### src/rtl/dmem_arbiter.sv
// dmem_arbiter
// Shares one synchronous data-memory port between two pipelined cores.
// Requests are granted one at a time with round-robin priority. Stores
// complete in their issue cycle. Loads are held across the fixed memory read
// latency LAT, and the data is returned in the cycle the owning core's stall
// is released.
//
// Ports:
//   clk, reset              clock, asynchronous active-high reset
//   req0/1, we0/1           core request and store(1)/load(0) select
//   addr0/1, wdata0/1       core word address and store data
//   stall0/1                hold core N's pipeline
//   rdata0/1                load data returned to core N
//   mem_en, mem_we          memory strobe and write enable (combinational)
//   mem_addr, mem_wdata     memory address and write data (combinational)
//   mem_rdata               memory read data, valid LAT cycles after issue
//   busy                    a read is in flight
module dmem_arbiter #(
  parameter int ADDR_W = 32,
  parameter int DATA_W = 32,
  parameter int LAT    = 1
) (
  input  logic              clk,
  input  logic              reset,
  input  logic              req0,
  input  logic              req1,
  input  logic              we0,
  input  logic              we1,
  input  logic [ADDR_W-1:0] addr0,
  input  logic [ADDR_W-1:0] addr1,
  input  logic [DATA_W-1:0] wdata0,
  input  logic [DATA_W-1:0] wdata1,
  output logic              stall0,
  output logic              stall1,
  output logic [DATA_W-1:0] rdata0,
  output logic [DATA_W-1:0] rdata1,
  output logic              mem_en,
  output logic              mem_we,
  output logic [ADDR_W-1:0] mem_addr,
  output logic [DATA_W-1:0] mem_wdata,
  input  logic [DATA_W-1:0] mem_rdata,
  output logic              busy
);

  typedef enum logic {IDLE, WAIT} state_t;

  state_t            state;
  logic [2:0]        cnt;
  logic              last;
  logic              owner;
  logic [DATA_W-1:0] rbuf [2];

  // Per-core views of the request ports so the per-core logic can be indexed.
  logic [1:0]        reqV;
  logic [1:0]        weV;
  logic [ADDR_W-1:0] addrV  [2];
  logic [DATA_W-1:0] wdataV [2];
  logic [1:0]        stallV;
  logic [DATA_W-1:0] rdataV [2];

  assign reqV      = {req1, req0};
  assign weV       = {we1, we0};
  assign addrV[0]  = addr0;
  assign addrV[1]  = addr1;
  assign wdataV[0] = wdata0;
  assign wdataV[1] = wdata1;

  // Round-robin: on a tie the core that was not granted last wins. With a
  // single requester, winner simply follows req1.
  logic winner;
  logic issue;
  logic issueWe;
  logic storeDone;
  logic readDone;

  assign winner    = (req0 && req1) ? ~last : req1;
  assign issue     = (state == IDLE) && (req0 || req1);
  assign issueWe   = weV[winner];
  assign storeDone = issue && issueWe;
  assign readDone  = (state == WAIT) && (cnt == 3'(LAT));

  genvar gi;
  generate
    for (gi = 0; gi < 2; gi++) begin : gCore
      logic completes;
      logic ownsRead;
      assign ownsRead   = readDone && (owner == 1'(gi));
      assign completes  = (storeDone && (winner == 1'(gi))) || ownsRead;
      assign stallV[gi] = !reset && reqV[gi] && !completes;
      // Read data bypasses straight from memory in the completion cycle so
      // the core sees it the same cycle its stall drops.
      assign rdataV[gi] = reset    ? '0 :
                          ownsRead ? mem_rdata : rbuf[gi];
    end
  endgenerate

  assign stall0 = stallV[0];
  assign stall1 = stallV[1];
  assign rdata0 = rdataV[0];
  assign rdata1 = rdataV[1];

  // Memory side is driven only from request inputs and state, never from
  // mem_rdata.
  assign mem_en    = !reset && issue;
  assign mem_we    = !reset && issue && issueWe;
  assign mem_addr  = (!reset && issue) ? addrV[winner]  : '0;
  assign mem_wdata = (!reset && issue) ? wdataV[winner] : '0;
  assign busy      = !reset && (state == WAIT);

  always_ff @(posedge clk or posedge reset) begin
    if (reset) begin
      state   <= IDLE;
      cnt     <= 3'd0;
      last    <= 1'b1;
      owner   <= 1'b0;
      rbuf[0] <= '0;
      rbuf[1] <= '0;
    end else begin
      case (state)
        IDLE: begin
          if (issue) begin
            last <= winner;
            if (!issueWe) begin
              state <= WAIT;
              cnt   <= 3'd1;
              owner <= winner;
            end
          end
        end
        WAIT: begin
          // The read completes even if the owner has withdrawn its request.
          if (readDone) begin
            state       <= IDLE;
            cnt         <= 3'd0;
            rbuf[owner] <= mem_rdata;
          end else begin
            cnt <= cnt + 3'd1;
          end
        end
        default: begin
          state <= IDLE;
          cnt   <= 3'd0;
        end
      endcase
    end
  end

endmodule
### config.mk
export PLATFORM = sky130hd
export DESIGN_NAME = dmem_arbiter
export DESIGN_NICKNAME = d
export VERILOG_FILES = /design/src/rtl/dmem_arbiter.sv
export SDC_FILE = /design/constraint.sdc
export NUM_CORES = 1
export LEC_CHECK = 0
export CORE_AREA = 2 2 116 118
export DETAILED_ROUTE_END_ITERATION = 10
export DIE_AREA = 0 0 118 120
export GPL_TIMING_DRIVEN = 0
export PLACE_DENSITY = 0.89
export SYNTH_ARGS = -nofsm -noshare
export SYNTH_HDL_FRONTEND = slang
export SYNTH_SLANG_ARGS = --single-unit
### constraint.sdc
create_clock -name clk -period 9.2 [get_ports clk]
set_clock_uncertainty 0.15 [all_clocks]
set_input_delay 0.92 -clock clk [delete_from_list [all_inputs] [get_ports clk]]
set_output_delay 0.92 -clock clk [all_outputs]
set_load 0.005 [all_outputs]
Word level (Yosys, flattened, before mapping)
Cells that the tools add are included.

word-level totals
  output and inout port bits = 133
  word-level logic and storage cells = 73
  register bits = 70

cells by class
  bitwise logic cells = 7
  order comparisons = 4
  add/sub/neg operators = 1
  equality and inequality tests = 3
  reductions and logical operators = 26
  multiplexer cells = 26

operators with widths
  cell                                                       count
  2-to-1 mux 32 bit                                          13
  bitwise mux 64 bit                                         1
  demux 32 bit (select 1 bit)                                1
  logical AND 1 bit                                          16
  2-to-1 mux 3 bit                                           3
  2-to-1 mux 1 bit                                           6
  one-hot mux 3 bit (2 select lines)                         1
  AND reduction 2 bit                                        3
  NOT 1 bit                                                  5
  greater-or-equal comparator 2 bit (second input constant)  2
  inequality test 2 bit (second input constant)              2
  NOT 1 -> 2 bit                                             2
  adder 3 x 1 -> 3 bit (second input constant)               1
  equality test 3 x 1 -> 1 bit (second input constant)       1
  logical NOT 1 bit                                          3
  logical OR 1 bit                                           3
  AND reduction 3 bit                                        1
  < comparator 1 x 2 -> 1 bit (second input constant)        1
  < comparator 2 x 1 -> 1 bit (second input constant)        1
  one-hot mux 1 bit (2 select lines)                         1

Longest topological paths before layout
  depth after elaboration = 9
  depth in mapped cells = 7
  depth with buffers taken out = 5

Worst setup path before layout
OpenSTA, ideal clock, no wires.

  path type = input-to-output
  start point = in reset
  end point = out rdata1[22]
  path buffers = 1
  slack = 4622 ps
  arrival time = 3508 ps
  stages = 3
  cells stage by stage = inv_1 > clkbuf_1 > and2_1

between the ends
  longest elaborated chain between the ends = 1

RTL lines
  item               line  text
  start, declared    24    input logic reset,
  2-to-1 mux 32 bit  92    assign rdataV[gi] = reset ? '0 :
  end, declared      36    output logic [DATA_W-1:0] rdata1,

No other way between the ends.

Final worst setup path
  start point = in req1
  end point = out mem_wdata[18]

between the ends
  longest elaborated chain between the ends = 7
  elaborated cells on any way between the ends = 10

RTL lines
  item                                                   line  text
  start, declared                                        26    input logic req1,
  logical AND 1 bit                                      76    assign winner = (req0 && req1) ? ~last : req1;
  2-to-1 mux 1 bit                                       76
  NOT 1 -> 2 bit (implied by the code)                   107   assign mem_wdata = (!reset && issue) ? wdataV[winner] : '0;
  2-to-1 mux 32 bit (implied by the code) (3 in series)  107
  2-to-1 mux 32 bit (*)                                  107
  end, declared                                          40    output logic [DATA_W-1:0] mem_wdata,

Mark *: on every way between the ends. The rest lies on a longest branch, timed or not. The select of a mux whose other input is x is not followed.

==> impl_metrics.py <==
metrics = {
    "synth": {
        "synth_cell_type_count": 35,
        "postSynthAreaPerCell_um2": 9.153,
        "synth-compound-area-share_pct": 9.768,
        "synthXorXnorAreaFrac_pct": 0,
        "synth_warnings": 0,
        "synth_fa_ha_area_share_pct": 0.5867,
        "synthMuxAreaShare_pct": 19.71,
        "ys_seq_area_share_pct": 41.10,
        "synth_top_family_by_area": "simple AND/OR/NAND/NOR gates",
        "postSynthCellCount": 466,
        "syn-num-nets": 634,
        "syn-cell-area_mm2": 0.004265,
        "ys_ff_latch": 70,
        "synthSimpleGateAreaFrac_pct": 23.53,
    },
    "drt": {
        "drt_wl_total_um": 15620,
        "post-route-drc-count": 0,
        "ant_nets": 0,
        "num_vias": 4464,
        "first_pass_iters": 5,
        "wl_per_cell_um": 16.30,
        "via_per_inst": 4.660,
        "drt-initial-drc-count": 215,
    },
    "critical_path": {
        "cp_max_fo": 10,
        "crit_family": "buffers and inverters",
        "cp.depth": 7,
        "critPathArrivalTime_ns": 3.43,
        "start_kind": "input port",
        "critical_path.endpoint_type": "primary output",
        "slowest_delay_ns": 0.55,
        "crit_path_end": "mem_wdata[18]",
        "worstSetupPathType": "in2out",
        "crit_required_ns": 8.13,
        "r2r_cells": 5,
        "cp_cell_sequence": "clkdlybuf4s50_1 -> a21boi_1 -> buf_2 -> buf_2 -> nand2_1 -> a21oi_1 -> clkdlybuf4s50_1",
        "startpoint": "req1",
        "critical_path_buf_inv_count": 4,
        "reg2reg_slack_ns": 7.35,
        "r2r-start": "cnt[1]",
        "reg2reg_to": "rbuf[17]",
        "crit_slowest_cell": "clkdlybuf4s50_1",
    },
    "placed_design": {
        "place_congestion": 0.8456,
        "hpwl_um": 12440,
        "numPlacedInstances": 941,
        "placed_area_mm2": 0.007500,
        "portBuffers": 298,
    },
    "final_layout": {
        "final_common_cell": "clkdlybuf4s50_1",
        "final_nets": 944,
        "fin_cells": 958,
        "stdcell_area_mm2": 0.007848,
        "drive_gt1_share_pct": 9.347,
        "nFillCells": 1100,
        "final_cell_mix": "clkdlybuf4s50_1 (298), nand2_1 (131), dfrtp_1 (69)",
        "area_growth_pct": 83.98,
    },
    "timing": {
        "finalSetupViolations": 0,
        "rsz0062_at_grt": "false",
        "finalCritPeriodShare_pct": 48.89,
        "slew_violations": 0,
        "hold_slack_ns": 0.3312,
        "fin_tns_setup_ns": 0,
        "hold_viol": 0,
        "period_needed_ns": 4.498,
        "clock.fmax_mhz": 222.3,
        "relSlewSlack_pct": 60.32,
        "tightestPinTransition_ns": 0.5878,
    },
    "die": {
        "die_h_um": 120,
        "core_mm2": 0.01298,
        "design.die.area_mm2": 0.01416,
        "initial_core_util_pct": 32.86,
        "rows": 42,
        "die_w_um": 118,
        "top_level_ports": 299,
    },
    "worst_hold_path": {
        "hp-class": "reg2reg",
    },
    "power": {
        "powerDensity_mw_per_mm2": 242.3,
        "ir_worst_vdd_mv": 0.09823,
        "p_leak_nw": 3.238,
        "pwr-share-comb_pct": 51.8,
        "swShare_pct": 29.99,
        "sequentialPowerShare_pct": 27.4,
        "internal_power_mw": 1.331,
        "p_switching_uw": 570.2,
        "clockPowerShare_pct": 20.9,
    },
    "grt": {
        "first_global_vias": 4578,
        "grt_pass1_wl_um": 24450,
        "gr-total-overflow": 0,
        "track_usage_pct": 21.54,
        "grt_start_max_net_pins": 56,
        "antenna_found_initial": 0,
    },
    "status": {
        "outcome": "finished, final reports clean",
    },
    "clock_network": {
        "hold_buffers": 0,
        "path_clk_slew_ns": 0.06,
        "h-tree-depth": 3,
        "cts_tree": "yes",
        "clock_latency_ns": 0.32,
        "post_cts_buffers": 0,
        "clock_tree.buffer_depth": 2,
        "ctsResizeCount": 0,
        "cts_inserted_buffers": 9,
        "cts.sinks": 70,
        "root_buffer": "clkbuf_16",
    },
    "run": {
        "maxCapViolCount": 0,
    },
}
[logic make-up (layout without fill, tap and decap cells)]
| family | count (synthesis) | after routing |
|---|---|---|
| buf+inv | 42 | 357 |
| fa+ha+maj | 2 | 2 |
| simple gates | 209 | 209 |
| compound gates | 78 | 78 |
| flops | 70 | 70 |
| mux | 65 | 65 |
| other cells | 0 | 1 |
[per-layer routing]
metal	track usage (%)	up-vias	part of all wire (%)
li1	-	2154	-
met1	27.77	2091	42
met2	36.66	200	49
met3	5.418	19	7.3
met4	4.518	0	1.3
met5	0	-	0
[metrics by stage]
step / total power [mW] / utilization, % / setup slack (ns)
floorplan: 1.033 / - / 4.622
global placement: 1.472 / 57.54 / 2.767
detailed placement: 1.509 / 57.78 / 4.590
CTS: 1.917 / 60.44 / 4.585
global route: 2.021 / 60.44 / 4.458
finish: 1.902 / 60.46 / 4.702
[worst min-delay path by stage]
stage | to | start | cells after the start
6_report | rbuf[16] | rbuf[16] | 1
5_1_grt | rbuf[21] | rbuf[21] | 1
2_1_floorplan | rbuf[10] | rbuf[10] | 1
3_5_place_dp | rbuf[16] | rbuf[16] | 1
4_1_cts | rbuf[16] | rbuf[16] | 1
3_3_place_gp | rbuf[7] | rbuf[7] | 1
[cells in the mapped netlist (all sizes together)]
library cell	number	area share, %
a21bo	1	0.23
a21boi	1	0.18
a21o	1	0.18
a21oi	67	7.9
a221oi	1	0.21
a22o	1	0.21
and2	64	9.4
and2b	1	0.21
and4bb	1	0.29
buf	16	3.0
clkbuf	20	1.8
dfrtp	69	40
dfstp	1	0.62
ha	2	0.59
inv	6	0.53
mux2	65	20
nand2	131	12
nand2b	1	0.15
nand4b	1	0.56
nor2	3	0.26
nor2b	3	0.44
nor3b	2	0.35
nor4	1	0.15
o21a	1	0.18
o21ai	3	0.35
o311ai	1	0.21
o31ai	1	0.18
or3	1	0.15
[registers in the layout (all words and copies together), names as in the netlist]
register	flops
owner	1
rbuf	64
cnt	3
state	1
last	1
[power by group through the flow]
stage / Sequential (mW) / Combinational, mW / Clock, mW
after floorplan: 0.508 / 0.526 / 0
after global placement: 0.514 / 0.958 / 0
after detailed placement: 0.526 / 0.983 / 0
after CTS: 0.522 / 0.992 / 0.403
after global routing: 0.537 / 1.07 / 0.418
final: 0.521 / 0.984 / 0.397
[area by class of cell]
type / count / area [um^2] / share of cell area, %
Clock buffer: 9 / 225.2 / 2.870
Timing Repair Buffer: 299 / 3010 / 38.36
Antenna cell: 1 / 2.502 / 0.03189
Inverter: 6 / 22.52 / 0.2870
Clock inverter: 7 / 120.1 / 1.531
Tap cell: 176 / 220.2 / 2.806
Multi-Input combinational cell: 354 / 2286 / 29.13
Buffer: 36 / 207.7 / 2.647
Sequential cell: 70 / 1753 / 22.34
Power figures use the tool's default switching activity.
